**src/rtl/counter_clk_down.sv**
```systemverilog
// MM:SS countdown timer for the clock's timer mode. Decrements once per tick
// strobe while running, pulses o_borrow on each seconds wrap and o_done at 00:00.
module counter_clk_down #(
  parameter int SEC_LIMIT = 60,
  parameter int MIN_LIMIT = 60,
  parameter int DW        = 6
) (
  input  logic          clk,
  input  logic          rst,
  input  logic          i_tick,
  input  logic          i_load,
  input  logic [DW-1:0] i_load_min,
  input  logic [DW-1:0] i_load_sec,
  input  logic          i_start,
  input  logic          i_stop,
  output logic [DW-1:0] o_min,
  output logic [DW-1:0] o_sec,
  output logic          o_run,
  output logic          o_borrow,
  output logic          o_done,
  output logic [1:0]    o_state
);

  localparam logic [1:0] ST_IDLE  = 2'd0;
  localparam logic [1:0] ST_RUN   = 2'd1;
  localparam logic [1:0] ST_PAUSE = 2'd2;
  localparam logic [1:0] ST_DONE  = 2'd3;

  localparam logic [DW-1:0] SEC_MAX = DW'(SEC_LIMIT - 1);
  localparam logic [DW-1:0] MIN_MAX = DW'(MIN_LIMIT - 1);
  localparam logic [DW-1:0] ZERO    = '0;

  logic [1:0]    state_q, state_d;
  logic [DW-1:0] min_q, min_d;
  logic [DW-1:0] sec_q, sec_d;
  logic          borrow_q, borrow_d;
  logic          done_q, done_d;

  logic          count_zero;
  assign count_zero = (min_q == ZERO) && (sec_q == ZERO);

  // Control inputs are single-cycle strobes sampled on the edge; the
  // if/else chain below encodes their priority: load, stop, start, tick.
  always_comb begin
    state_d  = state_q;
    min_d    = min_q;
    sec_d    = sec_q;
    borrow_d = 1'b0;
    done_d   = 1'b0;
    if (i_load) begin
      min_d   = (i_load_min > MIN_MAX) ? MIN_MAX : i_load_min;
      sec_d   = (i_load_sec > SEC_MAX) ? SEC_MAX : i_load_sec;
      state_d = ST_IDLE;
    end else if (i_stop) begin
      if (state_q == ST_RUN) begin
        state_d = ST_PAUSE;
      end
    end else if (i_start) begin
      if ((state_q == ST_IDLE || state_q == ST_PAUSE) && !count_zero) begin
        state_d = ST_RUN;
      end
    end else if (i_tick && state_q == ST_RUN) begin
      if (sec_q != ZERO) begin
        sec_d = sec_q - 1'b1;
      end else if (min_q != ZERO) begin
        sec_d    = SEC_MAX;
        min_d    = min_q - 1'b1;
        borrow_d = 1'b1;
      end
      // Completion is judged on the post-tick value so o_done lines up with it.
      if (min_d == ZERO && sec_d == ZERO) begin
        state_d = ST_DONE;
        done_d  = 1'b1;
      end
    end
  end

  always_ff @(posedge clk) begin
    if (!rst) begin
      state_q  <= ST_IDLE;
      min_q    <= '0;
      sec_q    <= '0;
      borrow_q <= 1'b0;
      done_q   <= 1'b0;
    end else begin
      state_q  <= state_d;
      min_q    <= min_d;
      sec_q    <= sec_d;
      borrow_q <= borrow_d;
      done_q   <= done_d;
    end
  end

  assign o_min    = min_q;
  assign o_sec    = sec_q;
  assign o_run    = (state_q == ST_RUN);
  assign o_borrow = borrow_q;
  assign o_done   = done_q;
  assign o_state  = state_q;

endmodule

```
**config.mk**
```make
export PLATFORM = sky130hd
export DESIGN_NAME = counter_clk_down
export DESIGN_NICKNAME = d
export VERILOG_FILES = /design/src/rtl/counter_clk_down.sv
export SDC_FILE = /design/constraint.sdc
export NUM_CORES = 1
export LEC_CHECK = 0
export ABC_AREA = 1
export BUFFER_PORTS_ARGS = -buffer_cell sky130_fd_sc_hd__buf_2
export CAP_MARGIN = 10
export CORE_ASPECT_RATIO = 0.6
export CORE_MARGIN = 5
export CORE_UTILIZATION = 46
export DETAILED_ROUTE_END_ITERATION = 6
export GPL_TIMING_DRIVEN = 0
export MAX_ROUTING_LAYER = met4
export PLACE_DENSITY = 0.75
export SYNTH_ARGS = -nofsm -noshare
export SYNTH_HDL_FRONTEND = slang
export SYNTH_SLANG_ARGS = --single-unit
```
**constraint.sdc**
```tcl
create_clock -name clk -period 1.6 [get_ports clk]
set_input_delay 0 -clock clk [delete_from_list [all_inputs] [get_ports clk]]
set_output_delay 0 -clock clk [all_outputs]
set_load 0.02 [all_outputs]
```
# Yosys cells after proc, flatten, opt, wreduce, memory -nomap -nowiden
# Index checks and enable logic that the tools add are counted.
# word_totals
regBits,16
elab_cells,68
# op_classes
n_addsub,2
magnitude_cmp,2
eq_ne,6
mux,30
bitwise,2
n_reduce_logical,21
# ops
operator,count
6-bit 2-to-1 mux,22
6-bit logical NOT,4
"6-bit > comparator, second input constant",2
2-bit 2-to-1 mux,6
6-bit nonzero test,2
"6-bit by 1-bit subtractor with 6-bit output, second input constant",2
3-bit nonzero test,2
6-bit OR reduction,1
5-bit OR reduction,1
1-bit logical AND,4
"2-bit inequality test, second input constant",2
4-bit AND reduction,1
"3-bit by 1-bit inequality test with 1-bit output, second input constant",1
3-bit AND reduction,1
"2-bit by 1-bit == test with 1-bit output, second input constant",1
"2-bit == test, second input constant",1
2-bit logical NOT,1
1-bit 2-to-1 mux,2
"2-bit by 1-bit inequality test with 1-bit output, second input constant",1
1-bit inverter,2
2-bit nonzero test,1
2-bit OR reduction,1
1-bit logical NOT,1
1-bit logical OR,1

# Longest topological paths before layout
# Gate-level depths: netlist of run 1.
# depth
word_depth,13
mapped_depth,15
mapped_depth_nobuf,15

# Worst setup path before layout of run 1
# No wires, ideal clock.
# synth_path
path_type,register to register
start,"register sec_q[0], in the netlist o_sec[0]"
end,"register state_q[0], in the netlist o_state[0]"
arrival_time_ns,1.772
path_slack_ns,-0.287
stages_incl_launch_ff,14
synth_period_minus_slack_ns,1.887
cell_sequence,dfxtp_1 -> inv_1 -> ha_1 -> nand2_2 -> nor2_2 -> buf_6 -> nand2_1 -> nand2_1 -> nor2_2 -> nor2_1 -> nand3_1 -> nand2_1 -> a21oi_1 -> nor2_1
# synth_via
elab_chain_len,10
word_cells_on_any_way,23
classes_between,add/sub (1); eq/ne (1); mux (11); reduce/logical (10)
# synth_rtl
item,line_no,source
from (decl),35,"logic [DW-1:0] sec_q, sec_d;"
from (signal assigned),82,sec_q <= '0;
from (signal assigned),88,sec_q <= sec_d;
"6-bit by 1-bit subtractor with 6-bit output, or another cell as far along",64,sec_d = sec_q - 1'b1;
6-bit 2-to-1 mux,63,if (sec_q != ZERO) begin
6-bit 2-to-1 mux,62,end else if (i_tick && state_q == ST_RUN) begin
6-bit 2-to-1 mux,58,end else if (i_start) begin
6-bit 2-to-1 mux,54,end else if (i_stop) begin
6-bit 2-to-1 mux,50,if (i_load) begin
6-bit logical NOT,71,if (min_d == ZERO && sec_d == ZERO) begin
1-bit logical AND,71,
3-bit nonzero test (no source line),-,
4-bit AND reduction (no source line) *,-,
to (signal assigned),86,state_q <= state_d;
to (decl),33,"logic [1:0] state_q, state_d;"
# Every way passes the cells marked *; elsewhere a longest branch is shown, timed or not. The select of a mux whose other input is x is not followed.
# A chain may end at the register's enable or synchronous reset.

# Worst setup path after layout of run 1
# layout_path
start,"register sec_q[1], in the netlist o_sec[1]"
end,"register min_q[5], in the netlist o_min[5]"
# layout_via
elab_chain_len,10
# layout_rtl
item,line_no,source
6-bit nonzero test,63,
6-bit 2-to-1 mux,63,
6-bit 2-to-1 mux,62,
6-bit 2-to-1 mux,58,
6-bit 2-to-1 mux,54,
6-bit 2-to-1 mux,50,
6-bit 2-to-1 mux,62,
6-bit 2-to-1 mux,58,
6-bit 2-to-1 mux,54,
6-bit 2-to-1 mux,50,
to (signal assigned),87,min_q <= min_d;
to (decl),34,"logic [DW-1:0] min_q, min_d;"
# Every way passes these cells. The select of a mux whose other input is x is not followed.

==> flow_metrics.py, run 1 <==
metrics = {
    "run_status": {
        "status": "finished, violations left",
        "violations": "negative setup slack",
    },
    "die": {
        "die-height_um": 49.2,
        "initial_core_util_pct": 47.7,
        "dieArea_um2": 3700,
        "core_area_um2": 2470,
        "fp-row-count": 14,
        "die_w_um": 75.3,
        "pin_count": 35,
    },
    "run": {
        "cap_violations": 0,
    },
    "timing": {
        "fmax_mhz": 536,
        "fin_ws_ps": -267,
        "holdWs_ps": 20.7,
        "finalClockSkew_ps": 3.93,
        "tightest_slew_ps": 459,
        "relSlewSlack_pct": 69.3,
        "slew_viol_final": 0,
        "fin_crit_sh_pct": 117,
        "hold_violations": 0,
        "rsz0062_at_grt": "true",
        "setup_viol": 4,
        "period_minus_slack_ps": 1870,
    },
    "global_routing": {
        "grt-ovfl-total": 0,
        "grt_max_degree": 11,
        "grt_pass1_vias": 1219,
        "grt_usage_pct": 21.5,
        "grt_pass1_wl_mm": 5.91,
        "antenna_found_initial": 0,
    },
    "clock_tree": {
        "root_buffer": "clkbuf_8",
        "insertion_delay_ps": 250,
        "cts_tree": "built",
        "cts_max_path_buffers": 2,
        "cts_buffers": 3,
        "clk_pin_slew_ps": 60,
        "clock_sinks": 16,
        "htreeDepth": 1,
    },
    "detailed_routing": {
        "via_per_inst": 5.26,
        "wl_per_cell_um": 13.6,
        "met3_length_um": 445,
        "top_layer": "met4",
        "routed-wl-met2_mm": 1.40,
        "wl_mm": 3.75,
        "drtPass1Iterations": 4,
        "drc_errors": 0,
        "route.layer.met1.wl_mm": 1.85,
        "vias": 1453,
        "ant_nets": 0,
        "drt_iter0_drc": 151,
    },
    "layout": {
        "drive_gt1_share_pct": 41.0,
        "mostFrequentLayoutCell": "nand2_1",
        "synthToLayoutAreaGrowth_pct": 45.8,
        "layout.nets": 266,
        "diodes": 0,
        "final_cell_mix": "56 x nand2_1, 34 x buf_2, 19 x inv_1",
        "final_cells": 276,
    },
    "power": {
        "clkPwrFrac_pct": 24.0,
        "total_power_mw": 1.31,
        "leakage_nw": 0.833,
        "peakVddDrop_uv": 464,
        "sw_frac_of_total_pct": 39.0,
        "pwr-share-seq_pct": 34.5,
        "internal_power_mw": 0.801,
        "switchingPower_mw": 0.512,
        "p_per_area_nw_per_um2": 765,
        "pwr-share-comb_pct": 41.5,
    },
    "worst_setup_path": {
        "required_ps": 1740,
        "critPathArrivalTime_ps": 2010,
        "path_class": "reg -> reg",
        "crit_end": "o_min[5]$_SDFFE_PN0P_",
        "ff2ff_setup_slack_ps": -270,
        "slowest_delay_ps": 360,
        "critPathLaunch": "o_sec[1]$_SDFFE_PN0P_",
        "crit_path_end_kind": "flop",
        "reg2reg_depth": 11,
        "rr_endpoint": "o_min[5]$_SDFFE_PN0P_",
        "timing.rr.start": "o_sec[1]$_SDFFE_PN0P_",
        "cp_max_fo": 5,
        "cp-start-kind": "flop",
        "crit_chain": "inv_4 > ha_4 > nand2_4 > nor2_4 > buf_6 > nand3_4 > nor2_4 > nor2_4 > buf_4 > buf_4 > a32o_1",
        "cpMaxStageDelayCell": "dfxtp_4",
        "crit_top_cell": "nor2_4",
    },
    "yosys": {
        "synth_top_area_cell": "dfxtp_1",
        "synth_compound_area_share_pct": 12.6,
        "synthMuxAreaShare_pct": 0,
        "synth_xor_area_share_pct": 1.49,
        "synthesis.area_um2": 1180,
        "synth_warnings": 0,
        "synth_fp_nets": 218,
        "yosys.area.top_type_share_pct": 27.2,
        "synth-seq-cells": 16,
        "synth_cell_types": 22,
        "syn_inst": 197,
        "seq_area_frac_synth_pct": 27.2,
        "synth_area_leaders": "dfxtp_1 27%, nand2_1 21%, inv_1 7.7%",
        "synthSimpleGateAreaFrac_pct": 45.9,
        "syn_area_per_cell_um2": 5.98,
        "synthAdderAreaFrac_pct": 3.19,
        "synth_top_family_by_area": "simple AND/OR/NAND/NOR gates",
    },
    "place": {
        "gp_congestion": 0.885,
        "hpwl_mm": 2.68,
        "preCtsSetupSlack_ps": -317,
        "io_buffers": 34,
        "placedCellCount": 263,
    },
    "worst_hold_path": {
        "hp-class": "in -> reg",
        "min_path_cells": 3,
    },
}
==> worst max-delay path: cells and delay by family, from the launching register on <==
kind            cells  cell delay [ps]
simple gates        5              530
buf+inv             4              490
compound gates      1              230
fa+ha+maj           1              140
flops               1              360
==> how the worst min path moves through the flow <==
stage | from | endpoint | slack [ps]
after global placement | rst | o_sec[5]$_SDFFE_PN0P_ | 270
after detailed placement | rst | o_sec[5]$_SDFFE_PN0P_ | 270
after CTS | rst | o_sec[5]$_SDFFE_PN0P_ | 2
after floorplan | rst | o_sec[5]$_SDFFE_PN0P_ | 110
final | i_load_min[4] | o_min[4]$_SDFFE_PN0P_ | 20
after global routing | i_load_min[4] | o_min[4]$_SDFFE_PN0P_ | 30
==> kinds of logic after synthesis <==
group,count (synthesis)
adders and majority gates,3
buffers and inverters,28
and+or+nand+nor,123
DFF,16
xor gates and xnor gates,2
AOI/OAI and AO/OA,25
==> cell usage after synthesis (all sizes together) <==
master / count
a32o: 1
ha: 3
nor3: 2
nand2: 68
clkbuf: 3
a21oi: 3
a31oi: 12
nand4: 5
xor2: 2
nand3: 15
nand3b: 4
o21ai: 8
nor2: 28
dfxtp: 16
inv: 24
buf: 1
nor4: 1
a22o: 1
==> area by class of cell <==
| class | instances | area, um2 |
|---|---|---|
| clock buffers | 3 | 41.3 |
| clock inverters | 1 | 3.75 |
| well taps | 32 | 40.0 |
| flip-flops and latches | 16 | 338 |
| multi-input cells | 153 | 930 |
| inverters | 24 | 100 |
| fillers | 221 | 753 |
| plain buffers | 4 | 26.3 |
| repair buffers | 43 | 238 |
==> per-layer routing <==
layer  vias up  GRT usage, %
li1        738             -
met1       637          35.8
met2        74          24.2
met3         4          4.73
met4         0          6.10
met5         -             -
==> state kept, by name (all words and copies together) (netlist names) <==
name	cells
o_done	1
o_sec	6
o_min	6
o_state	2
o_borrow	1
==> per-stage QoR <==
step                      setup TNS, ps  instance area, um2  utilization [%]
final                              -824                1720             69.5
after global routing              -1480                1720             69.5
after CTS                          -468                1590             64.3
after detailed placement           -728                1430             57.7
after global placement             -754                1430             57.7
after floorplan                   -96.1                1210                -
==> timing repair <==
item | CTS | global route
setup endpoints to repair | 8 | 14
gates resized for setup | 24 | 33
pin swaps | 10 | 17
setup buffers | 5 | 3
gates cloned | 1 | 0
hold buffers | 0 | 0
==> power by group through the flow <==
| stage | Combinational, mW | Sequential, mW | Clock, mW |
|---|---|---|---|
| 2_1_floorplan | 0.276 | 0.475 | 0 |
| 3_3_place_gp | 0.402 | 0.459 | 0 |
| 3_5_place_dp | 0.404 | 0.458 | 0 |
| 4_1_cts | 0.466 | 0.449 | 0.320 |
| 5_1_grt | 0.599 | 0.456 | 0.347 |
| 6_report | 0.544 | 0.453 | 0.316 |
(Power assumes the default switching activity.)
==> inputs of run 2 (changes only) <==
ABC_AREA = unset   (was 1)
CORE_UTILIZATION = 45   (was 46)
==> run 2 against run 1 <==
  * The run still ends with negative setup slack left
  * Cell count is 21% lower
  * Routed wire length is 12% higher
  * Via count is 6.8% lower
  * Sequential power is 1% lower
  * Synthesized cell count is 31% lower
  * Highest routed layer unchanged
==> flow_metrics.py, run 2 <==
metrics = {
    "layout": {
        "final_area_um2": 1590,
        "drive_gt1_share_pct": 47.6,
        "diodes": 0,
        "mostFrequentLayoutCell": "buf_2",
        "final_cell_mix": "33 x buf_2, 15 x buf_4, 13 x a21oi_1",
        "layout.nets": 209,
        "fin_util_pct": 70.8,
        "synthToLayoutAreaGrowth_pct": 45.6,
    },
    "detailed_routing": {
        "drt_iter0_drc": 155,
        "drc_errors": 0,
        "wl_per_cell_um": 19.3,
        "wl_mm": 4.19,
        "vias": 1354,
        "drtPass1Iterations": 5,
        "via_per_inst": 6.24,
        "ant_nets": 0,
    },
    "worst_hold_path": {
        "hp-class": "in -> reg",
    },
    "die": {
        "dieArea_um2": 3540,
        "core_area_um2": 2240,
        "die-height_um": 48.2,
        "fp-row-count": 13,
        "die_w_um": 73.6,
        "initial_core_util_pct": 48.7,
        "pin_count": 35,
    },
    "yosys": {
        "synthMuxAreaShare_pct": 6.41,
        "synthesis.area_um2": 1090,
        "synth-seq-cells": 16,
        "synth_top_family_by_area": "simple AND/OR/NAND/NOR gates",
        "synth_most_common_cell": "dfxtp_1",
        "async_flop_share_pct": 0,
        "synth_warnings": 0,
        "synth_cell_types": 41,
        "syn_area_per_cell_um2": 8.03,
        "yosys.area.top_type_share_pct": 29.3,
        "synthAdderAreaFrac_pct": 3.44,
        "synth_top_area_cell": "dfxtp_1",
        "synth.top_cells.by_count": "16 x dfxtp_1, 13 x a21oi_1, 12 x nor2_1",
        "synth_xor_area_share_pct": 0.802,
        "synthSimpleGateAreaFrac_pct": 29.6,
        "seq_area_frac_synth_pct": 29.3,
        "ys.flop_type": "dfxtp_1",
        "synth_edf_count": 0,
        "synth_area_leaders": "dfxtp_1 29%, mux2i_1 6.4%, a21oi_1 6.0%",
        "synth_fp_nets": 157,
        "synth_compound_area_share_pct": 23.7,
        "syn_inst": 136,
    },
    "worst_setup_path": {
        "required_ps": 1770,
        "cp_max_fo": 4,
        "critPathArrivalTime_ps": 1880,
        "crit_top_cell": "buf_4",
        "crit_path_end_kind": "flop",
        "slowest_delay_ps": 340,
        "path_class": "reg -> reg",
        "cp-start-kind": "flop",
        "crit_chain": "buf_6 > nor4_4 > buf_4 > buf_4 > a2111oi_4 > a31o_1 > nand4_1 > o31ai_2",
        "cpMaxStageDelayCell": "a2111oi_4",
    },
    "clock_tree": {
        "root_buffer": "clkbuf_8",
        "htreeDepth": 1,
        "clock_sinks": 16,
        "cts_tree": "built",
        "cts_buffers": 3,
        "cts_max_path_buffers": 2,
        "insertion_delay_ps": 260,
        "clk_pin_slew_ps": 70,
        "postCtsHoldBufs": 0,
    },
    "place": {
        "hpwl_mm": 2.48,
        "io_buffers": 33,
        "preCtsSetupSlack_ps": -202,
        "placed_area_um2": 1330,
        "gp_congestion": 0.933,
    },
    "global_routing": {
        "grt_usage_pct": 23.4,
        "grt_max_degree": 11,
        "antenna_found_initial": 0,
        "grt_pass1_vias": 1210,
        "grt_pass1_wl_mm": 5.85,
        "grt-ovfl-total": 0,
    },
    "timing": {
        "setup_viol": 10,
        "slew_viol_final": 0,
        "holdWs_ps": 4.85,
        "rsz0062_at_grt": "true",
        "tightest_slew_ps": 494,
        "fmax_mhz": 583,
        "relSlewSlack_pct": 67.1,
        "fin_crit_sh_pct": 107,
        "period_minus_slack_ps": 1720,
        "hold_violations": 0,
        "finalClockSkew_ps": 7.89,
        "fin_ws_ps": -116,
    },
    "power": {
        "pwr-share-seq_pct": 37.8,
        "switchingPower_mw": 0.421,
        "p_per_area_nw_per_um2": 746,
        "pwr-share-comb_pct": 34.6,
        "leakage_nw": 0.694,
        "internal_power_mw": 0.765,
        "peakVddDrop_uv": 402,
        "clkPwrFrac_pct": 27.6,
        "sw_frac_of_total_pct": 35.5,
    },
    "run_status": {
        "violations": "negative setup slack",
        "status": "finished, violations left",
    },
    "run": {
        "cap_violations": 0,
    },
}
## run 2: cell types whose count changed in the layout (fill, tap and decap cells not counted), sizes merged, moves of 4 or more
cell,change
nor2,-16
a21oi,+10
nor4,+4
nand3,-12
buf,+6
inv,-15
mux2i,+7
a31oi,-11
nand2,-59
## run 2: final timing paths
| check | start | depth (start not counted) | to | slack (ps) |
|---|---|---|---|---|
| min | i_load_min[4] | 2 | o_min[4]$_SDFFE_PN0P_ | 5 |
| max reg2reg | o_sec[3]$_SDFFE_PN0P_ | 8 | o_state[1]$_SDFFE_PP0P_ | -120 |
| min reg2reg | o_state[0]$_SDFFE_PP0P_ | 2 | o_state[1]$_SDFFE_PP0P_ | 610 |
| max | o_sec[3]$_SDFFE_PN0P_ | 8 | o_state[1]$_SDFFE_PP0P_ | -120 |
## run 2: layout make-up
type	count	area, um2
multi-input cells	104	798
fillers	167	654
flip-flops and latches	16	350
repair buffers	49	289
clock buffers	4	45.0
well taps	30	37.5
inverters	9	36.3
plain buffers	5	33.8
## run 2: power groups by stage
stage,sequential (mW),clock (mW),combinational [mW]
5_1_grt,0.451,0.345,0.434
6_report,0.448,0.327,0.411
4_1_cts,0.450,0.329,0.356
3_3_place_gp,0.457,0,0.287
3_5_place_dp,0.459,0,0.295
2_1_floorplan,0.481,0,0.179
## run 2: timing repair
action                                  4_1_cts  5_1_grt
buffers inserted                             11        5
resized for setup                            15       12
pin swaps                                     7        8
gates cloned                                  0        0
endpoints found under the setup margin       13       13
## run 2: cells by family (layout without fill, tap and decap cells)
kind of cell | count (synthesis) | after routing
AND/OR/NAND/NOR | 53 | 53
AO/OA/AOI/OAI | 40 | 40
flip-flops | 16 | 16
buffers and inverters | 16 | 67
multiplexers | 7 | 7
adder cells (fa/ha/maj) | 3 | 3
XOR/XNOR | 1 | 1
## run 2: critical path, delay by kind of cell, from the launching register on
kind / cells / cell delay, ps
compound gates: 3 / 710
simple gates: 2 / 160
buf+inv: 3 / 420
flops: 1 / 330
## run 2: stage by stage
step	TNS, ps	power [mW]	instances
floorplan	-16.4	0.660	136
global placement	-894	0.744	199
detailed placement	-1280	0.755	199
CTS	-339	1.13	214
global route	-1190	1.23	217
finish	-526	1.19	217
## run 2: routing by layer
metal | track usage, % | routed length [um] | vias up
li1 | - | - | 603
met1 | 29.6 | 1670 | 629
met2 | 35.7 | 1880 | 91
met3 | 5.35 | 466 | 31
met4 | 11.2 | 176 | 0
met5 | - | 0 | -
